## config.mk

```make
export PLATFORM = sky130hd
export DESIGN_NAME = dcp_dispatch_flat
export DESIGN_NICKNAME = d
export VERILOG_FILES = /design/src/rtl/dcp_pkg.sv /design/src/rtl/dcp_dispatch_if.sv /design/src/rtl/dcp_chan_mux.sv /design/src/rtl/dcp_dispatch.sv /design/src/flat_wrapper.sv
export SDC_FILE = /design/constraint.sdc
export NUM_CORES = 1
export LEC_CHECK = 0
export CAP_MARGIN = 20
export CORE_AREA = 2 2 130 132
export DETAILED_ROUTE_END_ITERATION = 8
export DIE_AREA = 0 0 132 134
export GPL_TIMING_DRIVEN = 0
export PLACE_DENSITY = 0.7
export SYNTH_ARGS = -nofsm -noshare
export SYNTH_HDL_FRONTEND = slang
export SYNTH_SLANG_ARGS = --single-unit
```

## constraint.sdc

```tcl
create_clock -name clk -period 1.85 [get_ports clk]
set_input_delay 0.2775 -clock clk [delete_from_list [all_inputs] [get_ports clk]]
set_output_delay 0.2775 -clock clk [all_outputs]
set_load 0.05 [all_outputs]
```

## src/rtl/dcp_pkg.sv

```systemverilog
// rtl/dcp_pkg.sv - shared constants, state encoding and helpers for the command dispatcher
package dcp_pkg;

  localparam logic [7:0] ASCII_SP  = 8'h20;
  localparam logic [7:0] ASCII_CR  = 8'h0D;
  localparam logic [7:0] ASCII_LF  = 8'h0A;
  localparam logic [7:0] ASCII_QM  = 8'h3F;
  localparam logic [7:0] ASCII_GT  = 8'h3E;
  localparam logic [7:0] CASE_FOLD = 8'h20;

  typedef enum logic [2:0] {
    S_PROMPT,
    S_WAIT_CMD,
    S_DECODE,
    S_LAUNCH,
    S_RUN,
    S_ERR_Q,
    S_ERR_CR,
    S_ERR_LF
  } state_t;

  function automatic logic [7:0] fold_case(input logic [7:0] b);
    return b | CASE_FOLD;
  endfunction

  function automatic logic is_blank(input logic [7:0] b);
    return (b == ASCII_SP) || (b == ASCII_CR) || (b == ASCII_LF);
  endfunction

endpackage

```

## src/rtl/dcp_dispatch_if.sv

```systemverilog
// rtl/dcp_dispatch_if.sv - UART byte channels and processor-slot bundle of the dispatcher
interface dcp_dispatch_if #(
  parameter int NCMD = 4
);
  logic [7:0]         d_rx;
  logic               vld_rx;
  logic               rdy_rx;
  logic [7:0]         d_tx;
  logic               vld_tx;
  logic               rdy_tx;
  logic [NCMD-1:0]    sub_we;
  logic [NCMD-1:0]    sub_finish;
  logic [8*NCMD-1:0]  sub_d_tx;
  logic [NCMD-1:0]    sub_vld_tx;
  logic [NCMD-1:0]    sub_rdy_tx;
  logic [NCMD-1:0]    sub_vld_rx;
  logic [NCMD-1:0]    sub_rdy_rx;
  logic [32*NCMD-1:0] sub_end_addr;
  logic [32*NCMD-1:0] sub_last_addr;
  logic               busy;

  modport master (
    input  d_rx, vld_rx, rdy_tx, sub_finish, sub_d_tx, sub_vld_tx, sub_rdy_rx, sub_end_addr,
    output rdy_rx, d_tx, vld_tx, sub_we, sub_rdy_tx, sub_vld_rx, sub_last_addr, busy
  );

  modport slave (
    output d_rx, vld_rx, rdy_tx, sub_finish, sub_d_tx, sub_vld_tx, sub_rdy_rx, sub_end_addr,
    input  rdy_rx, d_tx, vld_tx, sub_we, sub_rdy_tx, sub_vld_rx, sub_last_addr, busy
  );
endinterface

```

## src/rtl/dcp_chan_mux.sv

```systemverilog
// rtl/dcp_chan_mux.sv - grant-indexed mux/demux of the shared UART channels
module dcp_chan_mux #(
  parameter int NCMD = 4,
  parameter int GW   = 2
) (
  input  logic              route,
  input  logic [GW-1:0]     grant,
  input  logic              rdy_tx,
  input  logic              vld_rx,
  input  logic [8*NCMD-1:0] sub_d_tx,
  input  logic [NCMD-1:0]   sub_vld_tx,
  input  logic [NCMD-1:0]   sub_rdy_rx,
  output logic [7:0]        run_d_tx,
  output logic              run_vld_tx,
  output logic              run_rdy_rx,
  output logic [NCMD-1:0]   sub_rdy_tx,
  output logic [NCMD-1:0]   sub_vld_rx
);

  // Non-granted slots see all-zero handshakes so they can never move a byte.
  always_comb begin
    run_d_tx   = '0;
    run_vld_tx = 1'b0;
    run_rdy_rx = 1'b0;
    sub_rdy_tx = '0;
    sub_vld_rx = '0;
    if (route) begin
      run_d_tx          = sub_d_tx[grant*8 +: 8];
      run_vld_tx        = sub_vld_tx[grant];
      run_rdy_rx        = sub_rdy_rx[grant];
      sub_rdy_tx[grant] = rdy_tx;
      sub_vld_rx[grant] = vld_rx;
    end
  end

endmodule

```

## src/rtl/dcp_dispatch.sv

```systemverilog
// rtl/dcp_dispatch.sv - prompt, command-letter decode and processor launch/grant FSM
module dcp_dispatch
  import dcp_pkg::*;
#(
  parameter int                NCMD      = 4,
  parameter logic [8*NCMD-1:0] CMD_CHARS = {"T", "B", "I", "D"},
  parameter logic [7:0]        PROMPT    = ASCII_GT
) (
  input logic            clk,
  input logic            rst,
  dcp_dispatch_if.master bus
);

  localparam int GW = (NCMD > 1) ? $clog2(NCMD) : 1;

  state_t             state;
  logic [GW-1:0]      grant;
  logic [7:0]         cmd;
  logic [7:0]         fsm_d_tx;
  logic               fsm_vld_tx;
  logic               fsm_rdy_rx;
  logic [NCMD-1:0]    we;
  logic [32*NCMD-1:0] last_addr;
  logic               hit;
  logic [GW-1:0]      hit_idx;
  logic               route;
  logic [7:0]         run_d_tx;
  logic               run_vld_tx;
  logic               run_rdy_rx;

  // Scan from the top so the lowest matching slot is the one left standing.
  always_comb begin
    hit     = 1'b0;
    hit_idx = '0;
    for (int k = NCMD - 1; k >= 0; k--) begin
      if (fold_case(cmd) == fold_case(CMD_CHARS[8*k +: 8])) begin
        hit     = 1'b1;
        hit_idx = GW'(k);
      end
    end
  end

  always_ff @(posedge clk) begin
    if (rst) begin
      state      <= S_PROMPT;
      grant      <= '0;
      cmd        <= '0;
      fsm_d_tx   <= '0;
      fsm_vld_tx <= 1'b0;
      fsm_rdy_rx <= 1'b0;
      we         <= '0;
      last_addr  <= '0;
    end else begin
      we <= '0;
      case (state)
        S_PROMPT: begin
          // Only after reset is the prompt not already on the wire.
          if (!fsm_vld_tx) begin
            fsm_vld_tx <= 1'b1;
            fsm_d_tx   <= PROMPT;
          end else if (bus.rdy_tx) begin
            fsm_vld_tx <= 1'b0;
            fsm_d_tx   <= '0;
            fsm_rdy_rx <= 1'b1;
            state      <= S_WAIT_CMD;
          end
        end
        S_WAIT_CMD: begin
          if (bus.vld_rx && !is_blank(bus.d_rx)) begin
            cmd        <= bus.d_rx;
            fsm_rdy_rx <= 1'b0;
            state      <= S_DECODE;
          end
        end
        S_DECODE: begin
          if (hit) begin
            grant       <= hit_idx;
            we[hit_idx] <= 1'b1;
            state       <= S_LAUNCH;
          end else begin
            fsm_vld_tx <= 1'b1;
            fsm_d_tx   <= ASCII_QM;
            state      <= S_ERR_Q;
          end
        end
        S_LAUNCH: state <= S_RUN;
        S_RUN: begin
          if (bus.sub_finish[grant]) begin
            last_addr[grant*32 +: 32] <= bus.sub_end_addr[grant*32 +: 32];
            fsm_vld_tx <= 1'b1;
            fsm_d_tx   <= PROMPT;
            state      <= S_PROMPT;
          end
        end
        S_ERR_Q: begin
          if (bus.rdy_tx) begin
            fsm_d_tx <= ASCII_CR;
            state    <= S_ERR_CR;
          end
        end
        S_ERR_CR: begin
          if (bus.rdy_tx) begin
            fsm_d_tx <= ASCII_LF;
            state    <= S_ERR_LF;
          end
        end
        S_ERR_LF: begin
          if (bus.rdy_tx) begin
            fsm_d_tx <= PROMPT;
            state    <= S_PROMPT;
          end
        end
        default: state <= S_PROMPT;
      endcase
    end
  end

  assign route = (state == S_RUN);

  dcp_chan_mux #(
    .NCMD (NCMD),
    .GW   (GW)
  ) u_chan_mux (
    .route      (route),
    .grant      (grant),
    .rdy_tx     (bus.rdy_tx),
    .vld_rx     (bus.vld_rx),
    .sub_d_tx   (bus.sub_d_tx),
    .sub_vld_tx (bus.sub_vld_tx),
    .sub_rdy_rx (bus.sub_rdy_rx),
    .run_d_tx   (run_d_tx),
    .run_vld_tx (run_vld_tx),
    .run_rdy_rx (run_rdy_rx),
    .sub_rdy_tx (bus.sub_rdy_tx),
    .sub_vld_rx (bus.sub_vld_rx)
  );

  assign bus.d_tx          = route ? run_d_tx   : fsm_d_tx;
  assign bus.vld_tx        = route ? run_vld_tx : fsm_vld_tx;
  assign bus.rdy_rx        = route ? run_rdy_rx : fsm_rdy_rx;
  assign bus.sub_we        = we;
  assign bus.sub_last_addr = last_addr;
  assign bus.busy          = (state != S_WAIT_CMD);

endmodule

```

## src/flat_wrapper.sv

```systemverilog
// flat-port wrapper written by rule: the top's interface ports become plain ports
module dcp_dispatch_flat import dcp_pkg::*;
#(
  parameter int                NCMD      = 4,
  parameter logic [8*NCMD-1:0] CMD_CHARS = {" ", " ", " ", " "},
  parameter logic [7:0]        PROMPT    = ASCII_GT
)
  (clk, rst, bus_d_rx, bus_vld_rx, bus_rdy_tx, bus_sub_finish, bus_sub_d_tx, bus_sub_vld_tx, bus_sub_rdy_rx, bus_sub_end_addr, bus_rdy_rx, bus_d_tx, bus_vld_tx, bus_sub_we, bus_sub_rdy_tx, bus_sub_vld_rx, bus_sub_last_addr, bus_busy);
  dcp_dispatch_if #(.NCMD(NCMD)) bus_i ();
  input logic clk;
  input logic rst;
  input wire logic [$bits(bus_i.d_rx)-1:0] bus_d_rx;
  input wire logic [$bits(bus_i.vld_rx)-1:0] bus_vld_rx;
  input wire logic [$bits(bus_i.rdy_tx)-1:0] bus_rdy_tx;
  input wire logic [$bits(bus_i.sub_finish)-1:0] bus_sub_finish;
  input wire logic [$bits(bus_i.sub_d_tx)-1:0] bus_sub_d_tx;
  input wire logic [$bits(bus_i.sub_vld_tx)-1:0] bus_sub_vld_tx;
  input wire logic [$bits(bus_i.sub_rdy_rx)-1:0] bus_sub_rdy_rx;
  input wire logic [$bits(bus_i.sub_end_addr)-1:0] bus_sub_end_addr;
  output wire logic [$bits(bus_i.rdy_rx)-1:0] bus_rdy_rx;
  output wire logic [$bits(bus_i.d_tx)-1:0] bus_d_tx;
  output wire logic [$bits(bus_i.vld_tx)-1:0] bus_vld_tx;
  output wire logic [$bits(bus_i.sub_we)-1:0] bus_sub_we;
  output wire logic [$bits(bus_i.sub_rdy_tx)-1:0] bus_sub_rdy_tx;
  output wire logic [$bits(bus_i.sub_vld_rx)-1:0] bus_sub_vld_rx;
  output wire logic [$bits(bus_i.sub_last_addr)-1:0] bus_sub_last_addr;
  output wire logic [$bits(bus_i.busy)-1:0] bus_busy;
  assign bus_i.d_rx = bus_d_rx;
  assign bus_i.vld_rx = bus_vld_rx;
  assign bus_i.rdy_tx = bus_rdy_tx;
  assign bus_i.sub_finish = bus_sub_finish;
  assign bus_i.sub_d_tx = bus_sub_d_tx;
  assign bus_i.sub_vld_tx = bus_sub_vld_tx;
  assign bus_i.sub_rdy_rx = bus_sub_rdy_rx;
  assign bus_i.sub_end_addr = bus_sub_end_addr;
  assign bus_rdy_rx = bus_i.rdy_rx;
  assign bus_d_tx = bus_i.d_tx;
  assign bus_vld_tx = bus_i.vld_tx;
  assign bus_sub_we = bus_i.sub_we;
  assign bus_sub_rdy_tx = bus_i.sub_rdy_tx;
  assign bus_sub_vld_rx = bus_i.sub_vld_rx;
  assign bus_sub_last_addr = bus_i.sub_last_addr;
  assign bus_busy = bus_i.busy;
  dcp_dispatch #(.NCMD(NCMD), .CMD_CHARS(CMD_CHARS), .PROMPT(PROMPT)) u_core (.clk(clk), .rst(rst), .bus(bus_i));
endmodule
```

==> metrics.log, run 1 <==
INFO  metric vias_post_dr = 2907
INFO  metric postSynthRegisterBits = 50
INFO  metric status = completed
INFO  metric met3RoutedLength = 1038 µm
INFO  metric worst_slack = 54.77 ps
INFO  metric multi_input_combinational_cell_area = 1647 µm²
INFO  metric max_clock_freq = 0.5570 GHz
INFO  metric post_synth_instance_area = 3090 µm²
INFO  metric hpwl = 6827 µm
INFO  metric core = 16290 µm²
INFO  metric drt_pass1_iterations = 4
INFO  metric vdd_drop_max = 0.0004020 V
INFO  metric vias_per_cell = 3.528
INFO  metric synth_top_cell_by_area = sky130_fd_sc_hd__dfxtp_1
INFO  metric max_stage_delay = 340 ps
INFO  metric synth_enable_flop_cells = 0
INFO  metric critical_path_cell_count = 5
INFO  metric clock_tree.htree_level_count = 2
INFO  metric power_density = 910.1 nW/µm²
INFO  metric period_needed = 1795 ps
INFO  metric hold_viol = 0
INFO  metric power.leakage = 2.271 nW
INFO  metric layout-drive-gt1-share = 0.2620
INFO  metric floorplan.die.height = 134 µm
INFO  metric clk-insertion-delay-late = 290 ps
INFO  metric final-seq-area = 1003 µm²
INFO  metric setup_viol_count_final = 0
INFO  metric drv_slew = 0
INFO  metric timing.setup.critical_path_class = reg -> out
INFO  metric hold_path.class = in -> reg
INFO  metric predominant_post_synthesis_flop_cell = sky130_fd_sc_hd__dfxtp_1
INFO  metric synth_largest_type_area_fraction = 0.3239
INFO  metric worst_slew_pin_slew = 579.4 ps
INFO  metric grt_max_degree = 16
INFO  metric timing.hold.worst_path_depth = 3
INFO  metric synth_instances = 388
INFO  metric fin_util = 0.3089
INFO  metric layout_common_cells = sky130_fd_sc_hd__buf_4, sky130_fd_sc_hd__conb_1, sky130_fd_sc_hd__clkdlybuf4s50_1
INFO  metric cts_buffers = 5
INFO  metric timing.rr.start = u_core.cmd[4]
INFO  metric wl = 8692 µm
INFO  metric n_fill_cell = 1727
INFO  metric critical_path.startpoint = u_core.state[0]
INFO  metric place.port_buffers = 99
INFO  metric ctsRootBufferMaster = sky130_fd_sc_hd__clkbuf_16
INFO  metric depth_of_the_worst_register_to_register_path = 4
INFO  metric max_cap_viol_count = 0
INFO  metric first_global_vias = 2604
INFO  metric grt_overflow = 0
INFO  metric finish.net_count = 786
INFO  metric met2_length = 4051 µm
INFO  metric hold_startpoint = bus_rdy_tx
INFO  metric crit_path_cell_trace = buf_6 > nor2_4 > nand2_8 > mux2_1 > buf_6
INFO  metric synth_warnings = 0
INFO  metric startpoint_type = flop
INFO  metric ys_async_sr_fraction = 0
INFO  metric clock-skew-final = 6.770 ps
INFO  metric top_signal_layer_used = met4
INFO  metric met1Wirelength = 3452 µm
INFO  metric synth.lib_cells_used.distinct = 44
INFO  metric yosys-top-cells-area = sky130_fd_sc_hd__dfxtp_1, sky130_fd_sc_hd__buf_4, sky130_fd_sc_hd__nand2_1, sky130_fd_sc_hd__a21oi_1, sky130_fd_sc_hd__nand2b_1
INFO  metric synth_area_per_cell = 7.965 µm²
INFO  metric critical_path_arrival = 1520 ps
INFO  metric cp_slowest_cell = sky130_fd_sc_hd__mux2_1
INFO  metric global_route_wire_length_before_repair = 13190 µm
INFO  metric die_width = 132 µm
INFO  metric die_area = 17690 µm²
INFO  metric relSlewSlack = 0.6130
INFO  metric rsz0062_at_grt = true
INFO  metric routed_wire_length_per_instance = 10.55 µm
INFO  metric crit_family = multiplexers
INFO  metric initial_core_util = 0.1897
INFO  metric overall_global_routing_usage = 0.09277
INFO  metric finalSetupTns = 0 ps
INFO  metric cts-root-to-sink-buffers = 2
INFO  metric ant_nets = 0
INFO  metric dp_slack = -863.7 ps
INFO  metric clkTransAtPathRegs = 70 ps
INFO  metric share_of_synthesized_area_occupied_by_flip_flops_and_latches = 0.3239
INFO  metric layout-area-overhead-vs-synth = 62.79%
INFO  metric remaining_drc_errors = 0
INFO  metric crit_required = 1570 ps
INFO  metric globalplace.congestion = 0.8231
INFO  metric core.rowCount = 47
INFO  metric critPathBufInv = 2
INFO  metric mostFrequentLayoutCell = sky130_fd_sc_hd__buf_4
INFO  metric timing.final.crit_share = 0.9704
INFO  metric clock_net_sink_count = 50
INFO  metric cts_tree = yes
INFO  metric worst_path_most_repeated_cell = sky130_fd_sc_hd__buf_6
INFO  metric io_pins = 335
INFO  metric drt_iter0_drc = 50
INFO  metric setup.worst_path.end_class = output port
INFO  metric critical_path_peak_fanout = 8
INFO  metric cts_hold_buffers = 0
INFO  metric grt_antenna_before_repair = 1
-- timing repair --
action,CTS,global route
gates resized for setup,90,30
endpoints found under the setup margin,43,52
pin swaps,1,1
setup buffers,1,3
-- final timing paths --
path / end / slack, ps
max: bus_vld_tx / 50
min: u_core.fsm_rdy_rx / 450
max reg2reg: u_core.fsm_d_tx[4] / 70
min reg2reg: u_core.bus.sub_last_addr[19] / 450
-- Yosys cell counts (2+ instances only) --
library cell	n
sky130_fd_sc_hd__clkbuf_1	12
sky130_fd_sc_hd__dfxtp_1	50
sky130_fd_sc_hd__o21a_1	2
sky130_fd_sc_hd__buf_2	7
sky130_fd_sc_hd__a21oi_1	40
sky130_fd_sc_hd__mux2i_1	10
sky130_fd_sc_hd__nor3_1	4
sky130_fd_sc_hd__nor2b_1	3
sky130_fd_sc_hd__nand2b_1	17
sky130_fd_sc_hd__buf_4	105
sky130_fd_sc_hd__or4_4	2
sky130_fd_sc_hd__nor3b_1	2
sky130_fd_sc_hd__nor4bb_1	2
sky130_fd_sc_hd__mux2_1	6
sky130_fd_sc_hd__nor2_1	7
sky130_fd_sc_hd__o21ai_0	5
sky130_fd_sc_hd__nand3_1	5
sky130_fd_sc_hd__nand2_1	70
sky130_fd_sc_hd__nor4_1	3
sky130_fd_sc_hd__a211oi_1	2
sky130_fd_sc_hd__inv_1	4
sky130_fd_sc_hd__or3_1	2
sky130_fd_sc_hd__a31oi_1	5
sky130_fd_sc_hd__and3_1	3
-- kinds of logic after synthesis --
group | after synthesis | synth area share
AOI/OAI and AO/OA | 65 | 0.1312
xor gates and xnor gates | 1 | 0.002835
buffers and inverters | 128 | 0.2858
DFF | 50 | 0.3239
muxes | 16 | 0.05425
other | 1 | 0.001213
and+or+nand+nor | 127 | 0.2008
-- flip-flops by register name, summed over array words and instances (netlist names) --
register                  flops
u_core.state                  3
u_core.fsm_vld_tx             1
u_core.bus.sub_last_addr     32
u_core.fsm_d_tx               5
u_core.cmd                    7
u_core.bus.sub_we             1
u_core.fsm_rdy_rx             1
-- tightest hold or removal path, stage by stage --
cell and delay, ps:
sky130_fd_sc_hd__buf_2 170, sky130_fd_sc_hd__a31oi_1 180, sky130_fd_sc_hd__nor3_1 60
-- power by group --
part           internal, mW  total [mW]  switching [mW]
Clock                 0.640        1.06           0.416
Sequential             1.19        1.26          0.0759
Combinational         0.836        2.26            1.42
-- through the flow --
step	area [µm²]	std cells	power [mW]	hold slack (ps)
after CTS	4954	820	4.527	426.3
after global routing	5029	823	4.814	464.5
after detailed placement	4750	811	3.370	445.8
after floorplan	3483	492	2.879	413.5
after global placement	4750	811	3.355	441.4
final	5031	824	4.579	450.2
-- layout make-up --
cell class                      count  share of cell area
Multi-Input combinational cell    314              0.3273
Timing Repair Buffer              103              0.2032
Sequential cell                    50              0.1995
Buffer                            124              0.1788
Tap cell                          220             0.05471
Clock buffer                        6             0.02562
Clock inverter                      2            0.007461
Inverter                            4            0.002984
Antenna cell                        1           0.0004974
-- routing by layer --
metal,up-vias,track usage
li1,1511,-
met1,1237,0.1034
met2,149,0.1617
met3,10,0.03817
met4,0,0.02838
met5,-,0
(Power assumes the default switching activity.)
==> run 2, diff against run 1 <==
PLACE_DENSITY = default   (was 0.7)
==> metrics.log, run 2 (synthesis gave the netlist of run 1 again) <==
INFO  metric max_clock_freq = 0.5454 GHz (-2.1%)
INFO  metric clk-insertion-delay-late = 300 ps (about the same)
INFO  metric met2_length = 4024 µm (-0.67%)
INFO  metric critical_path_arrival = 1560 ps (+40 ps)
INFO  metric detailed_place.area = 4750 µm² (unchanged)
INFO  metric finish.net_count = 787 (+0.13%)
INFO  metric grt_max_degree = 16 (unchanged)
INFO  metric core = 16290 µm² (unchanged)
INFO  metric power_density = 901.6 nW/µm² (-0.93%)
INFO  metric setup_viol_count_final = 0 (unchanged)
INFO  metric routed_wire_length_per_instance = 10.43 µm (-1.1%)
INFO  metric finalSetupTns = 0 ps (unchanged)
INFO  metric drv_slew = 0 (unchanged)
INFO  metric met3RoutedLength = 1071 µm (+3.2%)
INFO  metric drt_iter0_drc = 83 (+66%)
INFO  metric die_area = 17690 µm² (unchanged)
INFO  metric finalNonFillerCells = 824 (unchanged)
INFO  metric layout-drive-gt1-share = 0.2583 (-0.003745)
INFO  metric remaining_drc_errors = 0 (unchanged)
INFO  metric hold_viol = 0 (unchanged)
INFO  metric depth_of_the_worst_register_to_register_path = 4 (unchanged)
INFO  metric first_global_vias = 2542 (-2.4%)
INFO  metric vdd_drop_max = 0.0003690 V (-8.2%)
INFO  metric timing.setup.critical_path_class = reg -> out
INFO  metric critical_path_peak_fanout = 10 (+2)
INFO  metric power.leakage = 2.267 nW (-0.19%)
INFO  metric clkTransAtPathRegs = 70 ps (about the same)
INFO  metric vias_per_cell = 3.493 (-1.0%)
INFO  metric met1Wirelength = 3424 µm (-0.81%)
INFO  metric top_signal_layer_used = met4
INFO  metric hold_path.class = in -> reg
INFO  metric hpwl = 6747 µm (-1.2%)
INFO  metric cts_buffers = 5 (unchanged)
INFO  metric layout-area-overhead-vs-synth = 62.19%
INFO  metric relSlewSlack = 0.5488 (-0.06411)
INFO  metric finalInstanceArea = 5012 µm² (-0.37%)
INFO  metric wl = 8598 µm (-1.1%)
INFO  metric worstReg2RegEnd = u_core.fsm_d_tx[4]
INFO  metric globalplace.congestion = 0.8087 (-1.7%)
INFO  metric drt_pass1_iterations = 4 (unchanged)
INFO  metric timing.final.crit_share = 0.9910 (+0.02064)
INFO  metric floorplan.die.height = 134 µm (unchanged)
INFO  metric vias_post_dr = 2878 (-1.0%)
INFO  metric grt_overflow = 0 (unchanged)
INFO  metric core.rowCount = 47 (unchanged)
INFO  metric io_pins = 335 (unchanged)
INFO  metric cts_tree = yes
INFO  metric die_width = 132 µm (unchanged)
INFO  metric setup.worst_path.end_class = output port
INFO  metric regToRegSetupSlack = 50 ps (-20 ps)
INFO  metric overall_global_routing_usage = 0.09168 (-0.001087)
INFO  metric startpoint_type = flop
INFO  metric mostFrequentLayoutCell = sky130_fd_sc_hd__buf_4
INFO  metric cts-root-to-sink-buffers = 2 (unchanged)
INFO  metric hold_startpoint = bus_rdy_tx
INFO  metric period_needed = 1833 ps (+38.19 ps)
INFO  metric largest_register_ff_count = 32 (unchanged)
INFO  metric timing.rr.start = u_core.cmd[4]
INFO  metric global_route_wire_length_before_repair = 13100 µm (-0.73%)
INFO  metric fin_util = 0.3077 (-0.001152)
INFO  metric status = completed
INFO  metric grt_antenna_before_repair = 0 (-1)
INFO  metric antenna_cells = 0 (-1)
INFO  metric worst_hold_path.endpoint = u_core.fsm_rdy_rx
INFO  metric initial_core_util = 0.1897 (unchanged)
INFO  metric ant_nets = 0 (unchanged)
INFO  metric timing.hold.worst_path_depth = 3 (unchanged)
INFO  metric rsz0062_at_grt = true
INFO  metric clock_net_sink_count = 50 (unchanged)
INFO  metric placedCellCount = 811 (unchanged)
INFO  metric max_cap_viol_count = 0 (unchanged)
INFO  metric clock-skew-final = 7.301 ps (+0.5309 ps)
INFO  metric clock_tree.htree_level_count = 2 (unchanged)
INFO  metric worst_slew_pin_slew = 670.5 ps (+91.17 ps)
INFO  metric place.port_buffers = 99 (unchanged)
INFO  metric layout_common_cells = sky130_fd_sc_hd__buf_4, sky130_fd_sc_hd__conb_1, sky130_fd_sc_hd__clkdlybuf4s50_1
INFO  metric ctsRootBufferMaster = sky130_fd_sc_hd__clkbuf_16
INFO  metric crit_required = 1570 ps (about the same)
[run 2: worst max-delay path by stage]
stage                    startpoint             to  slack (ps)  cells after the start
finish              u_core.state[2]    bus_d_tx[1]          20                      5
global route        u_core.state[0]    bus_d_tx[2]         -30                      5
CTS                 u_core.state[0]     bus_rdy_rx        -0.3                      5
detailed placement  u_core.state[0]    bus_d_tx[1]        -840                      5
global placement    u_core.state[0]    bus_d_tx[1]        -890                      5
floorplan           u_core.state[2]  u_core.cmd[0]          40                      5
[run 2: routing by layer]
metal	vias to the layer above	GRT usage
met5	-	0
met4	0	0.02114
met3	5	0.04271
met2	144	0.1539
met1	1222	0.1065
li1	1507	-
[run 2: repair_timing]
action / 4_1_cts / 5_1_grt
hold buffers: 0 / 0
buffers inserted: 1 / 4
setup endpoints to repair: 27 / 42
gates resized for setup: 91 / 20
pin swaps: 1 / 3
[run 2: worst max-delay path, stage by stage (launching register included)]
cell                      delay [ps]
sky130_fd_sc_hd__dfxtp_1         300
sky130_fd_sc_hd__buf_4           160
sky130_fd_sc_hd__buf_8           150
sky130_fd_sc_hd__nand2_8         120
sky130_fd_sc_hd__mux2_2          360
sky130_fd_sc_hd__buf_6           160
[run 2: power by group]
group	switching (mW)	internal, mW
logic	1.43	0.855
registers	0.0785	1.19
clock network	0.436	0.537
[run 2: cell type report]
class / instances / area (µm²)
fillers: 1744 / 11280
multi-input cells: 314 / 1643
repair buffers: 104 / 1030
flip-flops and latches: 50 / 1002
plain buffers: 124 / 895.9
well taps: 220 / 275.3
clock buffers: 6 / 138.9
inverters: 4 / 15.01
clock inverters: 2 / 12.51
[run 2: metrics by stage]
step	worst slack, ps	hold WS [ps]	power (mW)
6_report	16.58	411.5	4.519
5_1_grt	-26.54	440.9	4.752
4_1_cts	-0.2828	400.8	4.434
3_5_place_dp	-837.6	447.6	3.370
3_3_place_gp	-887.2	441.0	3.364
2_1_floorplan	37.99	413.5	2.879
==> run 3, diff against run 2 <==
CTS_BUF_LIST = sky130_fd_sc_hd__clkbuf_8   (was default)
==> metrics.log, run 3 (synthesis gave the netlist of run 1 again) <==
INFO  metric first_global_vias = 2584 (+1.7%)
INFO  metric remaining_drc_errors = 0 (unchanged)
INFO  metric worst_hold_path.endpoint = u_core.fsm_rdy_rx
INFO  metric hpwl = 6747 µm (unchanged)
INFO  metric vdd_drop_max = 0.0003944 V (+6.9%)
INFO  metric finalSetupTns = 0 ps (unchanged)
INFO  metric die_area = 17690 µm² (unchanged)
INFO  metric hold_path.class = in -> reg
INFO  metric layout-area-overhead-vs-synth = 61.74%
INFO  metric io_pins = 335 (unchanged)
INFO  metric timing.setup.critical_path_class = reg -> out
INFO  metric drv_slew = 0 (unchanged)
INFO  metric dp_slack = -837.6 ps (unchanged)
INFO  metric globalplace.congestion = 0.8087 (unchanged)
INFO  metric hold_viol = 0 (unchanged)
INFO  metric grt_antenna_before_repair = 0 (unchanged)
INFO  metric power.leakage = 2.273 nW (+0.27%)
INFO  metric startpoint_type = flop
INFO  metric cts-root-to-sink-buffers = 2 (unchanged)
INFO  metric finish.net_count = 789 (+0.25%)
INFO  metric hold_startpoint = bus_rdy_tx
INFO  metric cts_tree = yes
INFO  metric overall_global_routing_usage = 0.09329 (+0.001606)
INFO  metric cts_buffers = 5 (unchanged)
INFO  metric max_cap_viol_count = 0 (unchanged)
INFO  metric wl = 8703 µm (+1.2%)
INFO  metric mostFrequentLayoutCell = sky130_fd_sc_hd__buf_4
INFO  metric clock_tree.htree_level_count = 2 (unchanged)
INFO  metric grt_overflow = 0 (unchanged)
INFO  metric worst_path_most_repeated_cell = sky130_fd_sc_hd__buf_8
INFO  metric drt_pass1_iterations = 6 (+2)
INFO  metric critPathBufInv = 3 (unchanged)
INFO  metric place.port_buffers = 99 (unchanged)
INFO  metric vias_post_dr = 2887 (+0.31%)
INFO  metric power_density = 866.0 nW/µm² (-3.9%)
INFO  metric timing.hold.worst_path_depth = 3 (unchanged)
INFO  metric clkTransAtPathRegs = 100 ps (+30 ps)
INFO  metric timing.rr.start = u_core.cmd[4]
INFO  metric layout_common_cells = sky130_fd_sc_hd__buf_4, sky130_fd_sc_hd__conb_1, sky130_fd_sc_hd__clkdlybuf4s50_1
INFO  metric status = completed
INFO  metric rsz0062_at_grt = true
INFO  metric die_width = 132 µm (unchanged)
INFO  metric worst_slack = 33.36 ps (+16.79 ps)
INFO  metric max_clock_freq = 0.5505 GHz (+0.92%)
INFO  metric core.rowCount = 47 (unchanged)
INFO  metric setup_viol_count_final = 0 (unchanged)
INFO  metric crit_required = 1570 ps (about the same)
INFO  metric period_needed = 1817 ps (-16.79 ps)
INFO  metric floorplan.die.height = 134 µm (unchanged)
INFO  metric setup.worst_path.end_class = output port
INFO  metric clk-insertion-delay-late = 310 ps (about the same)
INFO  metric depth_of_the_worst_register_to_register_path = 4 (unchanged)
INFO  metric cts_hold_buffers = 0 (unchanged)
INFO  metric clock-skew-final = 9.102 ps (+1.800 ps)
INFO  metric critical_path_arrival = 1540 ps (-20 ps)
INFO  metric grt_max_degree = 16 (unchanged)
INFO  metric global_route_wire_length_before_repair = 13330 µm (+1.8%)
INFO  metric routed_wire_length_per_instance = 10.54 µm (+0.98%)
INFO  metric ant_nets = 0 (unchanged)
INFO  metric drt_iter0_drc = 93 (+12%)
INFO  metric n_fill_cell = 1749 (+0.29%)
INFO  metric crit_path_cell_trace = buf_4 > buf_8 > nand2_8 > mux2_4 > buf_8
INFO  metric cp_slowest_cell = sky130_fd_sc_hd__mux2_4
INFO  metric worst_slew_pin_slew = 670.6 ps (+0.09602 ps)
INFO  metric largest_register_ff_count = 32 (unchanged)
INFO  metric worstReg2RegEnd = u_core.fsm_d_tx[4]
INFO  metric regToRegSetupSlack = 40 ps (about the same)
INFO  metric relSlewSlack = 0.5488 (about the same)
INFO  metric vias_per_cell = 3.495 (about the same)
INFO  metric antenna_cells = 0 (unchanged)
INFO  metric ctsRootBufferMaster = sky130_fd_sc_hd__clkbuf_8
INFO  metric core = 16290 µm² (unchanged)
INFO  metric max_stage_delay = 330 ps (-30 ps)
INFO  metric clock_net_sink_count = 50 (unchanged)
INFO  metric layout-drive-gt1-share = 0.2690 (+0.01070)
INFO  metric critical_path_peak_fanout = 10 (unchanged)
INFO  metric initial_core_util = 0.1897 (unchanged)
INFO  metric crit_family = buffers and inverters
INFO  metric timing.final.crit_share = 0.9820 (-0.009074)
run 3: cell count changes in the layout (fill, tap and decap cells not counted), sizes merged:
cell    delta
clkbuf     +1
buf        +1
run 3: power by group:
part	switching, mW	internal [mW]	leakage (nW)	total [mW]
Combinational	1.45	0.912	1.82	2.36
Sequential	0.0795	1.19	0.407	1.27
Clock	0.401	0.302	0.0472	0.703
run 3: worst register-to-register path: cells and delay by family (launching register included):
family           cells  cell delay, ps
AO/OA/AOI/OAI        2             220
flip-flops           1             330
AND/OR/NAND/NOR      2            1130
run 3: per-layer routing:
metal / global-route usage / vias up / wire length [µm] / share of wire
met2: 0.1560 / 145 / 4022 / 0.46
met4: 0.02657 / 0 / 116 / 0.013
met5: 0 / - / 0 / 0
li1: - / 1509 / - / -
met1: 0.1077 / 1222 / 3466 / 0.40
met3: 0.04233 / 11 / 1098 / 0.13
run 3: worst max-delay path by stage:
stage / startpoint / end / slack (ps) / cells after the start
detailed placement: u_core.state[0] / bus_d_tx[1] / -840 / 5
global placement: u_core.state[0] / bus_d_tx[1] / -890 / 5
floorplan: u_core.state[2] / u_core.cmd[0] / 40 / 5
CTS: u_core.state[2] / bus_d_tx[7] / 7 / 5
finish: u_core.state[2] / bus_d_tx[3] / 30 / 5
global route: u_core.state[0] / bus_d_tx[3] / -40 / 5
run 3: what timing repair did:
item	in CTS	in global routing
pin swaps	1	1
endpoints found under the setup margin	29	39
hold endpoints to repair	0	0
buffers inserted	1	6
resized for setup	102	17
run 3: layout make-up:
type	count	area, µm²	area share
Multi-Input combinational cell	314	1658	0.3317
Timing Repair Buffer	106	1055	0.2110
Sequential cell	50	1005	0.2010
Buffer	124	895.9	0.1792
Tap cell	220	275.3	0.05507
Clock buffer	6	82.58	0.01652
Inverter	4	15.01	0.003004
Clock inverter	2	12.51	0.002503
run 3: through the flow:
step | total power, mW | cells | hold WS (ps) | util | cell area, µm²
after floorplan | 2.879 | 492 | 413.5 | - | 3483
after global placement | 3.364 | 811 | 441.0 | 0.2916 | 4750
after detailed placement | 3.370 | 811 | 447.6 | 0.2916 | 4750
after CTS | 4.216 | 820 | 375.9 | 0.3012 | 4906
after global routing | 4.567 | 826 | 416.3 | 0.3069 | 4999
final | 4.329 | 826 | 389.5 | 0.3069 | 4999
